`config.mk`:
```
export PLATFORM = sky130hd
export DESIGN_NAME = mux8_rr_arbiter
export DESIGN_NICKNAME = d
export VERILOG_FILES = /design/src/rtl/mux8_rr_arbiter.sv
export SDC_FILE = /design/constraint.sdc
export NUM_CORES = 1
export LEC_CHECK = 0
export BUFFER_PORTS_ARGS = -buffer_cell sky130_fd_sc_hd__buf_2
export CAP_MARGIN = 20
export CORE_MARGIN = 2
export CORE_UTILIZATION = 45
export CTS_CLUSTER_SIZE = 28
export DETAILED_ROUTE_END_ITERATION = 12
export HOLD_SLACK_MARGIN = 0.08
export PLACE_DENSITY = 0.78
export SETUP_SLACK_MARGIN = 0.1
export SLEW_MARGIN = 20
export SYNTH_ARGS = -nofsm -noshare
export SYNTH_HDL_FRONTEND = slang
export SYNTH_SLANG_ARGS = --single-unit
export TNS_END_PERCENT = 5
```
`constraint.sdc`:
```
create_clock -name Clk -period 9.8 [get_ports Clk]
set_input_delay 0.49 -clock Clk [delete_from_list [all_inputs] [get_ports Clk]]
set_output_delay 0.49 -clock Clk [all_outputs]
set_load 0.01 [all_outputs]
```
`src/rtl/mux8_rr_arbiter.sv`:
```
// Round-robin arbiter: one owner at a time drives the shared 8:1 select, and the owner's data bit is returned registered.
// Optional forced release after HOLD_MAX grant cycles is compiled in with `define HOLD_TIMEOUT_EN.
module mux8_rr_arbiter #(
    parameter int HOLD_MAX = 15,
    parameter int CW       = 4
) (
    input  logic       Clk,
    input  logic       Reset,
    input  logic [7:0] Req,
    input  logic       Done,
    input  logic [7:0] I,
    output logic [2:0] S,
    output logic [7:0] Grant,
    output logic       Busy,
    output logic       Y,
    output logic       Timeout
);

    typedef enum logic [1:0] {
        ST_IDLE  = 2'd0,
        ST_GRANT = 2'd1,
        ST_GAP   = 2'd2
    } state_e;

    state_e     state_q, state_d;
    logic [2:0] s_q, s_d;
    logic [2:0] ptr_q, ptr_d;
    logic [7:0] grant_q, grant_d;
    logic       busy_q, busy_d;
    logic       y_q, y_d;
    logic       timeout_q, timeout_d;

    logic [2:0] win_s;
    logic       win_vld_s;
    logic       owner_req_s;
    logic       hold_exp_s;
    logic       release_s;
    logic [2:0] idx_s;

    // First requester at or after ptr_q, searching upward with wrap.
    always_comb begin
        win_s     = ptr_q;
        win_vld_s = 1'b0;
        idx_s     = ptr_q;
        for (int k = 0; k < 8; k++) begin
            idx_s = ptr_q + 3'(k);
            if (!win_vld_s && Req[idx_s]) begin
                win_vld_s = 1'b1;
                win_s     = idx_s;
            end else begin
                win_vld_s = win_vld_s;
            end
        end
    end

    assign owner_req_s = Req[s_q];

`ifdef HOLD_TIMEOUT_EN
    localparam logic [CW-1:0] HOLD_LAST = CW'(HOLD_MAX - 1);

    logic [CW-1:0] hold_q, hold_d;

    // Hold counter: zero on the first grant cycle, counting grant cycles.
    always_comb begin
        hold_d = '0;
        if (state_q == ST_GRANT) begin
            hold_d = hold_q + CW'(1);
        end else begin
            hold_d = '0;
        end
    end

    // Hold counter register.
    always_ff @(posedge Clk) begin
        if (Reset) begin
            hold_q <= '0;
        end else begin
            hold_q <= hold_d;
        end
    end

    // The HOLD_MAX-th grant cycle is the last one allowed.
    assign hold_exp_s = (state_q == ST_GRANT) && (hold_q == HOLD_LAST);
`else
    assign hold_exp_s = 1'b0;
`endif

    assign release_s = Done || !owner_req_s || hold_exp_s;

    // Next-state and registered-output computation.
    always_comb begin
        state_d   = state_q;
        s_d       = s_q;
        ptr_d     = ptr_q;
        grant_d   = grant_q;
        busy_d    = busy_q;
        timeout_d = 1'b0;
        y_d       = (state_q == ST_GRANT) ? I[s_q] : 1'b0;
        case (state_q)
            ST_IDLE: begin
                if (win_vld_s) begin
                    state_d = ST_GRANT;
                    s_d     = win_s;
                    grant_d = 8'b0000_0001 << win_s;
                    busy_d  = 1'b1;
                end else begin
                    state_d = ST_IDLE;
                    grant_d = 8'h00;
                    busy_d  = 1'b0;
                end
            end
            ST_GRANT: begin
                if (release_s) begin
                    state_d   = ST_GAP;
                    grant_d   = 8'h00;
                    busy_d    = 1'b0;
                    ptr_d     = s_q + 3'd1;
                    // A same-cycle Done makes this an ordinary release.
                    timeout_d = hold_exp_s && !Done;
                end else begin
                    state_d = ST_GRANT;
                end
            end
            ST_GAP: begin
                state_d = ST_IDLE;
                grant_d = 8'h00;
                busy_d  = 1'b0;
            end
            default: begin
                state_d = ST_IDLE;
                grant_d = 8'h00;
                busy_d  = 1'b0;
            end
        endcase
    end

    // State and output registers with synchronous reset.
    always_ff @(posedge Clk) begin
        if (Reset) begin
            state_q   <= ST_IDLE;
            s_q       <= 3'd0;
            ptr_q     <= 3'd0;
            grant_q   <= 8'h00;
            busy_q    <= 1'b0;
            y_q       <= 1'b0;
            timeout_q <= 1'b0;
        end else begin
            state_q   <= state_d;
            s_q       <= s_d;
            ptr_q     <= ptr_d;
            grant_q   <= grant_d;
            busy_q    <= busy_d;
            y_q       <= y_d;
            timeout_q <= timeout_d;
        end
    end

    assign S       = s_q;
    assign Grant   = grant_q;
    assign Busy    = busy_q;
    assign Y       = y_q;
    assign Timeout = timeout_q;

endmodule

```
-- After elaboration in Yosys (flattened, before gate mapping)
Cells that the tools add are included.
- bits of input ports: 19
- output and inout port bits: 14
- register bits: 18
- logic and storage cells: 91
- mux-type cells: 44
- shift-type cells: 1
- eq/ne operators: 2
- bitwise gates (word level): 1
- add/sub/neg operators: 8
- reductions and logical operators: 20
- $lt $le $gt $ge: 9
- operators with widths (operator ; number):
    $lt 3x4->1 const B ; 9
    $bmux 1 s3 ; 10
    $mux 1 ; 21
    $mux 3 ; 7
    $mux 8 ; 2
    $pmux 8 s2 ; 1
    $add 3x3->3 const B ; 4
    $logic_not 1->1 ; 8
    $shl 1x3->8 const A ; 1
    $logic_and 1x1->1 ; 7
    $add 3x1->3 const B ; 2
    $add 3x2->3 const B ; 2
    $pmux 2 s2 ; 1
    $reduce_and 2->1 ; 2
    $eq 2x1->1 const B ; 1
    $logic_not 2->1 ; 1
    $mux 2 ; 1
    $ne 2x2->1 const B ; 1
    $pmux 1 s2 ; 1
    $reduce_or 2->1 ; 1
    $logic_or 1x1->1 ; 1
    $not 1->1 ; 1

-- Logic depth before layout (Yosys ltp)
- word-level depth: 27
- gate-level depth with buffers: 13
- gate-level depth less buffers: 10

-- Worst setup path before layout
Ideal clock, no wire load.
- kind: reg2reg
- start point: reg ptr_q[1]
- end point: reg grant_q[1], in the netlist Grant[1]
- required time: 9683 ps
- path buffers: 3
- data arrival time: 3063 ps
- library setup time: 117 ps
- setup slack: 6620 ps
- period minus slack after synthesis: 3180 ps
- stages on the path, launching flop included: 13
- path through: dfxtp_1 buf_2 buf_8 inv_1 ha_1 buf_6 mux4_2 mux2_4 nor4_2 a311o_2 nor2_2 and2_4 a32o_2
- cells in the longest elaborated chain, start to end: 27
- elaborated cells on any way between the ends: 55
- those cells by class: 7 x add/sub; 1 x shift; 33 x mux; 14 x reduce/logical
- ends and longest elaborated chain (element ; line ; source):
    start: declaration ; 27 ; logic [2:0] ptr_q, ptr_d;
    start signal: assignment ; 150 ; ptr_q <= ptr_d;
    branches (longest 25 deep; another with $add 3x1->3) ; -- ;
    $mux 8 * ; 101 ; if (win_vld_s) begin
    $pmux 8 s2 * ; 99 ; case (state_q)
    end signal: assignment ; 151 ; grant_q <= grant_d;
    end: declaration ; 28 ; logic [7:0] grant_q, grant_d;
Every way passes the cells marked *. The select of a mux whose other input is x is not followed.
A chain may end at the register's enable or synchronous reset.

-- Final worst setup path
Same ends and word-level chain as after synthesis.

==> flow_metrics.tcl <==
set metrics [dict create \
    status "finished clean" \
    via_per_inst 6.08 \
    synth_area_leaders "dfxtp_1 19%, mux4_2 19%, mux2i_1 6.5%" \
    cap_viol_max_count 0 \
    p_total_w 0.000532 \
    p_int_w 0.000293 \
    route.detailed.drc 0 \
    fin_skew_ns 0.00435 \
    slew_violations 0 \
    power_leakage_nw 0.820 \
    routedWlPerCell_um 16.2 \
    clkTransAtPathRegs_ns 0.07 \
    first_global_vias 1337 \
    powerDensity_nw_per_um2 261 \
    r2r_start "ptr_q[1]" \
    dpl_cell_area_sq_um 1990 \
    fmax_mhz 261 \
    synth_cells 175 \
    netlist_top_cells_count "18 x dfxtp_1, 16 x mux4_2, 13 x nand2_1, 12 x mux2i_1, 11 x nor2_1" \
    grt_remaining_overflow 0 \
    avgSynthCellArea_sq_um 10.6 \
    grt_pass1_wl_um 6700 \
    die_width_um 68.2 \
    peakVddDrop_uv 151 \
    portBuffers 31 \
    yosysUniqueCellTypes 65 \
    required_ns 9.95 \
    yosysSeqAreaShare_pct 19.4 \
    hold_class "register to register" \
    drt-pass1-iter-count 4 \
    switching_power_w 0.000240 \
    ys.flop_type "dfxtp_1" \
    async_flop_share_pct 0 \
    crit_path_cell_trace "inv_1, ha_1, mux4_2, mux2_4, nor4_2, a311o_2, nor2_2, and2_4, a32o_2" \
    clk_latency_ns 0.25 \
    grtUsageTotal_pct 18.9 \
    yosys.area.top_type "dfxtp_1" \
    rsz0062_at_grt "false" \
    area_growth_pct 10.1 \
    drive_gt1_share_pct 41.3 \
    clock_sinks 18 \
    grt_max_degree 18 \
    setup_violations 0 \
    utilization_pct 51.4 \
    synth_top_cell_area_share_pct 19.4 \
    ioPinCount 33 \
    finalInstanceArea_sq_um 2040 \
    setup_tns_ns 0 \
    final-instance-count-excl-fill 251 \
    critPathSlowestCell "dfxtp_1" \
    ys_seq_elements 18 \
    clockBufferDepth 2 \
    synthesis.area_sq_um 1850 \
    num_rows 23 \
    num_vias 1527 \
    worstHoldStart "Grant[4]" \
    dp_cells 247 \
    cpPeakStageDelay_ns 0.80 \
    finalHoldViolCount 0 \
    crit_type "register to register" \
    cts_hold_buffers 0 \
    start_kind "register" \
    final_nets 224 \
    antenna_found_initial 0 \
    drtAntennaViolNets 0 \
    worst_pin_slew_ns 0.832 \
    insertedDiodeCount 0 \
    dr.first_iter.drc_count 56 \
    place_hpwl_um 3150 \
    combPwrFrac_pct 65.7 \
    min_period_ns 3.83 \
    path_max_fanout 16 \
    relSlewSlack_pct 44.4 \
    htree_levels 1 \
    cts-buffers-inserted 3 \
    cts_resized 0 \
    power_frac_clock_pct 11.1 \
    cp-startpoint "ptr_q[1]" \
    cts_setup_buffers 0 \
    synth_most_common_cell "dfxtp_1" \
    synth_edf_count 0 \
    dieHeight_um 68.2 \
    start_util_pct 46.7 \
    routed_wl_um 4080 \
    core_sq_um 3970 \
    fin_crit_sh_pct 39.1 \
    dieArea_sq_um 4650 \
    clockRootBuffer "clkbuf_8" \
    synth_nets 197 \
    ys_warn_count 0 \
    cp_data_arrival_time_ns 3.98 \
    place.gp.congestion 0.860 \
    endpoint_kind "register" \
    switching_share_pct 45.0 \
    p_seq_share_pct 23.2 \
    cts_tree "done" \
]
cell usage in the layout, fill, tap and decap left out, types with 3 or more instances in the layout:
cell type	n
nand2_1	13
o21ai_0	3
mux2_4	3
buf_2	31
clkbuf_8	4
mux2i_1	12
mux4_2	16
nand2b_1	5
a21oi_1	7
nor2_2	3
o32ai_1	3
nor2_1	11
ha_1	3
nor3_1	3
inv_1	5
dfxtp_1	18
critical path: cells and delay by family (launching register included):
| kind | cells | cell delay, ns |
|---|---|---|
| buffers and inverters | 1 | 0.18 |
| AOI/OAI and AO/OA | 2 | 0.58 |
| muxes | 2 | 0.93 |
| adders and majority gates | 1 | 0.59 |
| DFF | 1 | 0.80 |
| and+or+nand+nor | 3 | 0.63 |
per-stage QoR:
stage | setup slack (ns) | hold slack, ns
after detailed placement | 5.96 | 0.446
after global routing | 5.70 | 0.493
after global placement | 6.05 | 0.441
after floorplan | 6.62 | 0.479
final | 5.97 | 0.457
after CTS | 5.97 | 0.462
kinds of logic after synthesis:
family,count (synthesis),share of synthesized area [%]
and+or+nand+nor,53,15.9
AOI/OAI and AO/OA,43,19.8
muxes,35,33.0
DFF,18,19.4
buffers and inverters,17,6.48
xor gates and xnor gates,5,3.17
adders and majority gates,3,2.02
other,1,0.202
layer usage:
metal  vias up  global-route usage [%]  wire length, um
met5         -                       0                0
li1        741                       -                -
met4         0                    1.50                0
met1       740                    29.0             1930
met2        46                    29.2             1990
met3         0                    2.63              151
state kept, by name, summed over array words and instances (netlist names):
name and cells:
Busy 1, Grant 8, S 3, Y 1
ptr_q 3, state_q 2
power by group through the flow:
stage	registers (W)	logic, W	clock network (W)
finish	0.000123	0.000350	0.0000591
floorplan	0.000111	0.000301	0
global route	0.000128	0.000382	0.0000632
CTS	0.000124	0.000348	0.0000606
detailed placement	0.000125	0.000347	0
global placement	0.000124	0.000345	0
layout make-up:
cell class / count / area (sq um)
Clock buffer: 4 / 55.1
Fill cell: 367 / 1930
Tap cell: 50 / 62.6
Inverter: 8 / 35.0
Sequential cell: 18 / 360
Multi-Input combinational cell: 140 / 1370
Timing Repair Buffer: 31 / 155
worst paths after layout:
path                            endpoint  slack (ns)  cells past startpoint
worst min-delay path            Grant[4]        0.46                      2
worst max register to register  Grant[1]        5.97                      9
worst min register to register  Grant[4]        0.46                      2
worst max-delay path            Grant[1]        5.97                      9
Power figures use the tool's default switching activity.
